`src/rtl/bargraph_frame_renderer.sv`:
```
// ---------------------------------------------------------------------------
// bargraph_frame_renderer
//
// Purpose:
//   Upstream stage of the RGB LED bargraph driver. Holds 16 staged bar
//   heights/colours, and on request renders a complete 16x16 8-bit pixel
//   frame into the driver's back display buffer. The frame also carries a
//   per-bar peak-hold marker. When the frame is written, the block requests
//   a buffer flip and waits for the driver to confirm it.
//
// Ports:
//   clk            system clock (the driver's wr_clk is tied to it)
//   rst            synchronous, active-high reset
//   bar_wr         strobe: stage bar_height/bar_color into entry bar_idx
//   bar_idx        bar (column) index 0..15
//   bar_height     bar height in pixels; values above 16 clamp to 16
//   bar_color      bar pixel value
//   frame_go       single-cycle render request, honoured only when idle
//   busy           high while a frame is in progress
//   frame_done     one-cycle pulse once the flip has been confirmed
//   wr             display-memory write enable
//   wr_addr        {buffer, row[3:0], col[3:0]}
//   wr_data        pixel value
//   buffer_select  display buffer requested from the driver
//   buffer_current buffer the driver is currently displaying
// ---------------------------------------------------------------------------
module bargraph_frame_renderer #(
    parameter logic [7:0] BG_COLOR   = 8'h00,
    parameter logic [7:0] PEAK_COLOR = 8'hFF,
    parameter int         PEAK_HOLD  = 8
) (
    input  logic       clk,
    input  logic       rst,
    input  logic       bar_wr,
    input  logic [3:0] bar_idx,
    input  logic [4:0] bar_height,
    input  logic [7:0] bar_color,
    input  logic       frame_go,
    output logic       busy,
    output logic       frame_done,
    output logic       wr,
    output logic [8:0] wr_addr,
    output logic [7:0] wr_data,
    output logic       buffer_select,
    input  logic       buffer_current
);

    // Hold counter must be able to hold the value PEAK_HOLD itself.
    localparam int                HOLD_W    = (PEAK_HOLD < 2) ? 1 : $clog2(PEAK_HOLD + 1);
    localparam logic [HOLD_W-1:0] HOLD_INIT = HOLD_W'(PEAK_HOLD);
    localparam logic [4:0]        MAX_H     = 5'd16;

    typedef enum logic [1:0] {
        IDLE,
        RENDER,
        SWAP,
        WAIT_FLIP
    } state_t;

    state_t state_q, state_d;

    logic       busy_q, busy_d;
    logic       frame_done_q, frame_done_d;
    logic       wr_q, wr_d;
    logic [8:0] wr_addr_q, wr_addr_d;
    logic [7:0] wr_data_q, wr_data_d;
    logic       buffer_select_q, buffer_select_d;
    logic       back_q, back_d;

    // Staging set: written by bar_wr at any time, only sampled at frame start.
    logic [4:0] stg_height_q [16];
    logic [4:0] stg_height_d [16];
    logic [7:0] stg_color_q  [16];
    logic [7:0] stg_color_d  [16];

    // Active set: frozen for the whole frame in progress.
    logic [4:0] act_height_q [16];
    logic [4:0] act_height_d [16];
    logic [7:0] act_color_q  [16];
    logic [7:0] act_color_d  [16];

    // Peak-hold tracking, updated once per rendered frame.
    logic [4:0]        peak_q [16];
    logic [4:0]        peak_d [16];
    logic [HOLD_W-1:0] hold_q [16];
    logic [HOLD_W-1:0] hold_d [16];

    // The write address doubles as the scan cursor; this is the next pixel.
    logic [7:0] next_pix;
    assign next_pix = wr_addr_q[7:0] + 8'd1;

    // Pixel colour for one row of one column. Row 0 is the bottom of the bar;
    // the bar wins over the peak marker, so a peak inside the bar is hidden.
    function automatic logic [7:0] pixel_of(input logic [3:0] pix_row,
                                            input logic [4:0] col_height,
                                            input logic [4:0] col_peak,
                                            input logic [7:0] col_color);
        logic [4:0] row_ext;
        row_ext = {1'b0, pix_row};
        if (row_ext < col_height) begin
            return col_color;
        end else if ((col_peak != 5'd0) && (row_ext == (col_peak - 5'd1))) begin
            return PEAK_COLOR;
        end else begin
            return BG_COLOR;
        end
    endfunction

    // Next-state and output logic. Everything is registered, so the first
    // pixel of a frame has to be computed from the freshly loaded active set
    // (the _d values) in the same cycle frame_go is accepted.
    always_comb begin
        state_d         = state_q;
        busy_d          = busy_q;
        frame_done_d    = 1'b0;
        wr_d            = 1'b0;
        wr_addr_d       = wr_addr_q;
        wr_data_d       = wr_data_q;
        buffer_select_d = buffer_select_q;
        back_d          = back_q;
        stg_height_d    = stg_height_q;
        stg_color_d     = stg_color_q;
        act_height_d    = act_height_q;
        act_color_d     = act_color_q;
        peak_d          = peak_q;
        hold_d          = hold_q;

        // Staging writes are accepted in every state. A write in the same
        // cycle as an accepted frame_go lands after the copy below reads the
        // old staging value, so it only reaches the following frame.
        if (bar_wr) begin
            stg_height_d[bar_idx] = (bar_height > MAX_H) ? MAX_H : bar_height;
            stg_color_d[bar_idx]  = bar_color;
        end

        case (state_q)
            IDLE: begin
                // frame_go arriving together with frame_done is dropped.
                if (frame_go && !frame_done_q) begin
                    for (int i = 0; i < 16; i++) begin
                        act_height_d[i] = stg_height_q[i];
                        act_color_d[i]  = stg_color_q[i];
                        if (stg_height_q[i] >= peak_q[i]) begin
                            peak_d[i] = stg_height_q[i];
                            hold_d[i] = HOLD_INIT;
                        end else if (hold_q[i] != '0) begin
                            hold_d[i] = hold_q[i] - HOLD_W'(1);
                        end else begin
                            // Height is strictly below the peak here, so one
                            // step of decay can never drop under the height.
                            peak_d[i] = peak_q[i] - 5'd1;
                        end
                    end
                    back_d    = ~buffer_select_q;
                    busy_d    = 1'b1;
                    wr_d      = 1'b1;
                    wr_addr_d = {back_d, 8'd0};
                    wr_data_d = pixel_of(4'd0, act_height_d[0], peak_d[0], act_color_d[0]);
                    state_d   = RENDER;
                end
            end

            RENDER: begin
                if (wr_addr_q[7:0] == 8'hFF) begin
                    state_d = SWAP;
                end else begin
                    wr_d      = 1'b1;
                    wr_addr_d = {back_q, next_pix};
                    wr_data_d = pixel_of(next_pix[7:4],
                                         act_height_q[next_pix[3:0]],
                                         peak_q[next_pix[3:0]],
                                         act_color_q[next_pix[3:0]]);
                end
            end

            SWAP: begin
                buffer_select_d = back_q;
                state_d         = WAIT_FLIP;
            end

            WAIT_FLIP: begin
                // No timeout: the driver flips only at its own frame boundary.
                if (buffer_current == buffer_select_q) begin
                    frame_done_d = 1'b1;
                    busy_d       = 1'b0;
                    state_d      = IDLE;
                end
            end

            default: begin
                state_d = IDLE;
            end
        endcase
    end

    // State and data registers; reset aborts any frame in flight and clears
    // staging, active and peak-hold state alike.
    always_ff @(posedge clk) begin
        if (rst) begin
            state_q         <= IDLE;
            busy_q          <= 1'b0;
            frame_done_q    <= 1'b0;
            wr_q            <= 1'b0;
            wr_addr_q       <= '0;
            wr_data_q       <= '0;
            buffer_select_q <= 1'b0;
            back_q          <= 1'b0;
            for (int i = 0; i < 16; i++) begin
                stg_height_q[i] <= '0;
                stg_color_q[i]  <= '0;
                act_height_q[i] <= '0;
                act_color_q[i]  <= '0;
                peak_q[i]       <= '0;
                hold_q[i]       <= '0;
            end
        end else begin
            state_q         <= state_d;
            busy_q          <= busy_d;
            frame_done_q    <= frame_done_d;
            wr_q            <= wr_d;
            wr_addr_q       <= wr_addr_d;
            wr_data_q       <= wr_data_d;
            buffer_select_q <= buffer_select_d;
            back_q          <= back_d;
            for (int i = 0; i < 16; i++) begin
                stg_height_q[i] <= stg_height_d[i];
                stg_color_q[i]  <= stg_color_d[i];
                act_height_q[i] <= act_height_d[i];
                act_color_q[i]  <= act_color_d[i];
                peak_q[i]       <= peak_d[i];
                hold_q[i]       <= hold_d[i];
            end
        end
    end

    assign busy          = busy_q;
    assign frame_done    = frame_done_q;
    assign wr            = wr_q;
    assign wr_addr       = wr_addr_q;
    assign wr_data       = wr_data_q;
    assign buffer_select = buffer_select_q;

endmodule
```
`config.mk`:
```
export PLATFORM = sky130hd
export DESIGN_NAME = bargraph_frame_renderer
export DESIGN_NICKNAME = d
export VERILOG_FILES = /design/src/rtl/bargraph_frame_renderer.sv
export SDC_FILE = /design/constraint.sdc
export NUM_CORES = 2
export LEC_CHECK = 0
export CAP_MARGIN = 20
export CORE_UTILIZATION = 45
export DETAILED_ROUTE_END_ITERATION = 12
export HOLD_SLACK_MARGIN = 0.03
export PLACE_DENSITY_LB_ADDON = 0.08
export SYNTH_ARGS = -nofsm -noshare
export SYNTH_HDL_FRONTEND = slang
export SYNTH_SLANG_ARGS = --single-unit
```
`constraint.sdc`:
```
create_clock -name clk -period 5.12 [get_ports clk]
set_input_delay 0.512 -clock clk [delete_from_list [all_inputs] [get_ports clk]]
set_output_delay 0.512 -clock clk [all_outputs]
set_load 0.01 [all_outputs]
```
; ---- Word level (Yosys, flattened, before mapping)
; Index checks and enable logic that the tools add are counted.
[word_totals]
out_inout_bits = 21
in_bits = 22
elab_cells = 372
reg_bits = 584
[op_classes]
reduce_logical = 79
magnitude_cmp = 22
n_mux = 103
add_sub_neg = 35
bitwise_logic = 4
eq_ne = 25
[ops]
columns = operator, count
row1 = 5-bit two-way mux, 40
row2 = 128-bit bitwise mux, 1
row3 = 4-bit two-way mux, 32
row4 = 3-bit AND reduction, 34
row5 = "5-bit by 1-bit subtractor with 5-bit output, second input constant", 18
row6 = 80-bit bitwise mux, 1
row7 = 5-bit >= comparator, 16
row8 = 8-bit two-way mux, 9
row9 = 4-bit nonzero test, 16
row10 = "4-bit by 1-bit subtractor with 4-bit output, second input constant", 16
row11 = 5-bit binary-select mux with 4-bit select, 2
row12 = "2-bit inequality test, second input constant", 19
row13 = 2-bit nonzero test, 18
row14 = 8-bit binary-select mux with 4-bit select, 1
row15 = 8-bit demux with 4-bit select, 1
row16 = 5-bit demux with 4-bit select, 1
row17 = 9-bit two-way mux, 2
row18 = 9-bit case mux with 2 select lines, 1
row19 = 8-bit case mux with 2 select lines, 1
row20 = "5-bit >= comparator, second input constant", 2
row21 = 4-bit inverter with 5-bit output, 2
row22 = 5-bit nonzero test, 2
row23 = "8-bit by 1-bit adder with 8-bit output, second input constant", 1
row24 = "8-bit == test, second input constant", 1
row25 = other kinds (19), 31

; ---- Longest topological paths before layout
[logic_depth]
ltp_word = 12
depth_mapped = 20
depth_no_buf = 14

; ---- Least setup slack after synthesis
; Ideal clock, no wire load.
[synth_timing]
kind = register -> register
start = reg wr_addr_q[1], in the netlist wr_addr[1]
end = reg wr_data_q[0], in the netlist wr_data[0]
setup_slack_ns = 1.099
period_less_slack_ns = 4.021
path_stages_with_launch = 21
arrival_time_ns = 3.892
required_ns = 4.991
setup_time_ns = 0.129
cell_sequence = dfxtp_1 -> ha_1 -> buf_4 -> buf_6 -> buf_4 -> buf_2 -> buf_4 -> clkbuf_1 -> mux4_2 -> mux4_2 -> inv_1 -> ha_1 -> o21ai_0 -> nand2b_1 -> a21oi_1 -> a211o_1 -> and2_4 -> buf_6 -> a21oi_2 -> a31oi_1 -> o21ai_1
[synth_via]
elab_chain_len = 12
[synth_lines]
columns = item, line_no
row1 = "start, declared", 65  ; logic [8:0] wr_addr_q, wr_addr_d;
row2 = "start signal, assigned", 221  ; wr_addr_q <= wr_addr_d;
row3 = 8-bit by 1-bit adder with 8-bit output, 90  ; assign next_pix = wr_addr_q[7:0] + 8'd1;
row4 = 4-bit inverter with 5-bit output (not written as such), "170, 171, 172"
row5 = 5-bit binary-select mux with 4-bit select, 171  ; peak_q[next_pix[3:0]],
row6 = 5-bit two-way mux (not written as such) (2 in a row), 171
row7 = 5-bit by 1-bit subtractor with 5-bit output, 102  ; end else if ((col_peak != 5'd0) && (row_ext == (col_peak - 5'd1))) begin
row8 = 4-bit by 5-bit == test with 1-bit output, 102
row9 = 1-bit logical AND, 102
row10 = 8-bit two-way mux, 102
row11 = 8-bit two-way mux, 100  ; if (row_ext < col_height) begin
row12 = 8-bit two-way mux, 164  ; if (wr_addr_q[7:0] == 8'hFF) begin
row13 = 8-bit case mux with 2 select lines, 136  ; case (state_q)
row14 = "end signal, assigned", 222  ; wr_data_q <= wr_data_d;
row15 = "end, declared", 66  ; logic [7:0] wr_data_q, wr_data_d;
; Parallel ways exist; a longest one is shown, timed or not. The select of a mux whose other input is x is not followed.
; A chain may end at the register's enable or synchronous reset.

; ---- Final worst setup path
[layout_timing]
start = reg wr_addr_q[0], in the netlist wr_addr[0]
end = reg wr_data_q[3], in the netlist wr_data[3]
; Same word-level chain as after synthesis.

==> results.txt <==
----------------------------------------------------
[Run status]
  Outcome ... complete, no violations

[Synth]
  Most frequent cells after synthesis ... nand2_1, dfxtp_1, a21oi_1
  Instance count of the mapped netlist ... 3451
  Post-Synthesis Cell Area ... 28400 um2
  Average footprint of a synthesized cell ... 8.22 um2
  Library cell with the highest instance count after synthesis ... nand2_1
  Net count of the mapped netlist ... 3609
  Proportion of synthesized flip-flops having asynchronous set or reset ... 0%
  Synthesis warning total ... 0
  Number of enable-type register cells in the synthesized netlist ... 0
  Cell accounting for the most synthesized area ... dfxtp_1
  Fraction of synthesized cell area taken by the top area cell type ... 41.2%
  Top area cells in the synthesized netlist ... dfxtp_1, nand2_1, a21oi_1
  Most used DFF post-synth ... dfxtp_1
  Yosys cell types ... 63
  Fraction of the yosys area taken by sequential cells ... 41.2%
  Total of flip-flops plus latches after synthesis ... 584

[Global route]
  Number of global-route vias before repair ... 22800
  Number of antenna violations at the first check in global routing ... 2
  Total global-route track usage ... 26.3%
  Wire length of the first global-routing pass ... 132000 um
  Largest net degree at the start of global routing ... 148
  Congestion Overflow GR ... 0

[Timing]
  Tightest Pin Transition ... 1.10 ns
  Number of setup violations in the final report ... 0
  Top achievable clock speed ... 261 MHz
  Crit share post-route ... 74.8%
  Final hold violation count ... 0
  Unrepaired setup endpoints after global routing ... no
  Min cycle time layout ... 3.83 ns
  Max Slew Vio Count ... 0
  Aggregate negative setup slack ... 0 ns
  Clock Skew ... 0.0250 ns
  Worst max-slew margin expressed relative to the limit ... 26.6%

[Drt]
  Via density ... 5.72
  Number of antenna-violating nets in the routed design ... 0
  Length of the first detailed-routing pass in iterations ... 6
  Number of DRC markers in iteration 0 ... 2249
  Count of unresolved DRC violations after routing ... 0
  Avg WL per Cell ... 19.6 um
  WL final ... 83800 um
  Via count ... 24400

[Place]
  IO buf count ... 42
  Global placement routability congestion ... 0.882
  Half-perimeter wire length of the detailed placement result ... 57200 um
  Placement-stage cell area ... 29400 um2
  Cell count after placement ... 4156

[Floorplan]
  Starting density of the core ... 45.8%
  Area of the core ... 61900 um2
  Die height ... 253 um
  Die area ... 64000 um2
  Horizontal die dimension ... 253 um
  Number of top-level pins ... 43
  Cell row count ... 91

[Critical path]
  Type of the worst setup path ... reg2reg
  Kind of cell with the highest combined delay on the critical path ... adder cells
  Worst reg2reg path depth ... 13
  Worst-path cell chain ... ha_4, mux4_2, mux4_2, inv_1, ha_1, o21ai_0, nand2b_1, a21oi_1, a211o_1, nor2_1, nor2_1, a31oi_1, o21ai_1
  Delay contributed by the slowest stage of the critical path ... 0.79 ns
  Flop-to-flop setup slack ... 1.29 ns
  Kind of start point of the critical path ... flip-flop
  Stages on worst setup path ... 13
  Critical R2R Launch ... wr_addr[0]
  Worst r2r dst ... wr_data[3]
  Arrival time reported for the critical path endpoint ... 4.36 ns
  Slowest cell on the critical path ... ha_4
  Category of the worst setup path capture point ... flip-flop
  Buffers & Inverters on Critical Path ... 1
  Worst Path Required ... 5.65 ns
  Crit-path max FO ... 48

[Clocking]
  Number of buffers inserted to repair setup after CTS ... 0
  CTS Buffer Depth ... 3
  # clock sinks ... 584
  Post-CTS Resized ... 0
  Insertion delay to the later sink of the worst-skew pair ... 0.60 ns
  Library cell used as clock root buffer ... clkbuf_16
  Maximum level of the CTS H-tree ... 3
  Reg clk slew, reported paths ... 0.06 ns
  CTS buffer count ... 68
  TritonCTS clock tree ... yes
  Number of buffers inserted for hold repair after clock tree synthesis ... 0

[Finish]
  Final standard cell area without fillers ... 31600 um2
  Final Util ... 51.0%
  Share of layout cells above drive strength 1 ... 7.33%
  Area added between synthesis and finish ... 11.4%
  Ant diodes ... 0
  Finished Layout Cells ... 4277
  Filler cell count ... 5909
  Net count, final ... 3547

[Power]
  Worst IR drop on VDD ... 0.272 mV
  Power consumption ... 0.0170 W
  Areal power density over the cells ... 539 nW/um2
  Leakage power ... 10.6 nW

[Min path]
  HP Class ... reg2reg
  Depth of the worst hold-timing path ... 2
  Worst hold endpoint ... act_color_q[41]
  Hold_sp ... stg_color_q[41]

[Flow run]
  Reported max-cap violation count ... 0

----------------------------------------------------
==> how the worst max path moves through the flow <==
stage                           from    endpoint
after floorplan           wr_addr[1]  wr_data[0]
after global placement    wr_addr[0]  wr_data[7]
after detailed placement  wr_addr[0]  wr_data[3]
after CTS                 wr_addr[0]  wr_data[3]
after global routing      wr_addr[0]  wr_data[4]
final                     wr_addr[0]  wr_data[3]
==> logic make-up (layout without fill, tap and decap cells) <==
family | Yosys count | count (layout) | share of synthesized area (%)
xor+xnor | 12 | 12 | 0.450
compound gates | 873 | 873 | 18.0
mux | 176 | 176 | 9.92
fa+ha+maj | 136 | 136 | 6.00
flops | 584 | 584 | 41.2
buf+inv | 377 | 366 | 5.35
simple gates | 1293 | 1293 | 19.0
==> cell type report <==
class | instances | area (um2) | share of cell area [%]
clock inverter | 20 | 161 | 0.511
multi-input combinational | 2490 | 15200 | 48.1
sequential | 584 | 11700 | 37.0
clock buffer | 101 | 2010 | 6.36
timing repair buffer | 89 | 878 | 2.78
inverter | 156 | 586 | 1.85
tap | 837 | 1050 | 3.32
==> worst min-delay path: stages, from the launching register on <==
cell     delay [ns]
dfxtp_1        0.31
nand2_1        0.05
a21oi_1        0.05
==> metrics by stage <==
step           hold slack [ns]  setup slack (ns)
2_1_floorplan            0.431              1.10
3_3_place_gp             0.434              1.38
3_5_place_dp             0.443              1.35
4_1_cts                  0.449              1.34
5_1_grt                  0.460              1.09
6_report                 0.449              1.29
==> sequential cells by signal, indices dropped and copies added (netlist names) <==
name,flops
state_q,2
buffer_select,1
act_height_q,80
busy,1
peak_q,80
back_q,1
stg_color_q,128
hold_q,64
stg_height_q,80
act_color_q,128
frame_done,1
wr,1
wr_data,8
wr_addr,9
==> routing by layer <==
layer | vias to the layer above | routed length [um] | track usage (%)
met4 | 2 | 1830 | 6.93
met5 | - | 13 | 0
met1 | 11800 | 40700 | 38.7
met3 | 120 | 5570 | 4.87
li1 | 11800 | - | -
met2 | 715 | 35700 | 39.1
==> placed cells by master, fill, tap and decap left out, types with 12 or more instances in the layout <==
cell and count:
a21oi_1 500, clkdlybuf4s50_1 41, a211o_1 23, a21o_1 123, nor2_1 185, clkinv_2 13
clkbuf_16 71, a22oi_1 18, nand3_1 63, clkbuf_1 18, nand3b_1 18, nor3b_1 21
o21ai_0 72, ha_1 135, o21ai_1 24, a311oi_1 15, inv_1 156, a31oi_1 55
nand2b_1 20, clkbuf_8 12, nand2_1 872, nand4_1 16, mux2i_1 94, nor4b_1 15
buf_4 39, mux4_2 71, dfxtp_1 583, o41ai_1 16, nor3_1 51
==> power breakdown <==
group	internal [W]	total (W)	switching [W]
sequential	0.00500	0.00568	0.000683
combinational	0.00246	0.00662	0.00416
clock	0.00278	0.00472	0.00195
total	0.0102	0.0170	0.00679
Power figures use the tool's default switching activity.
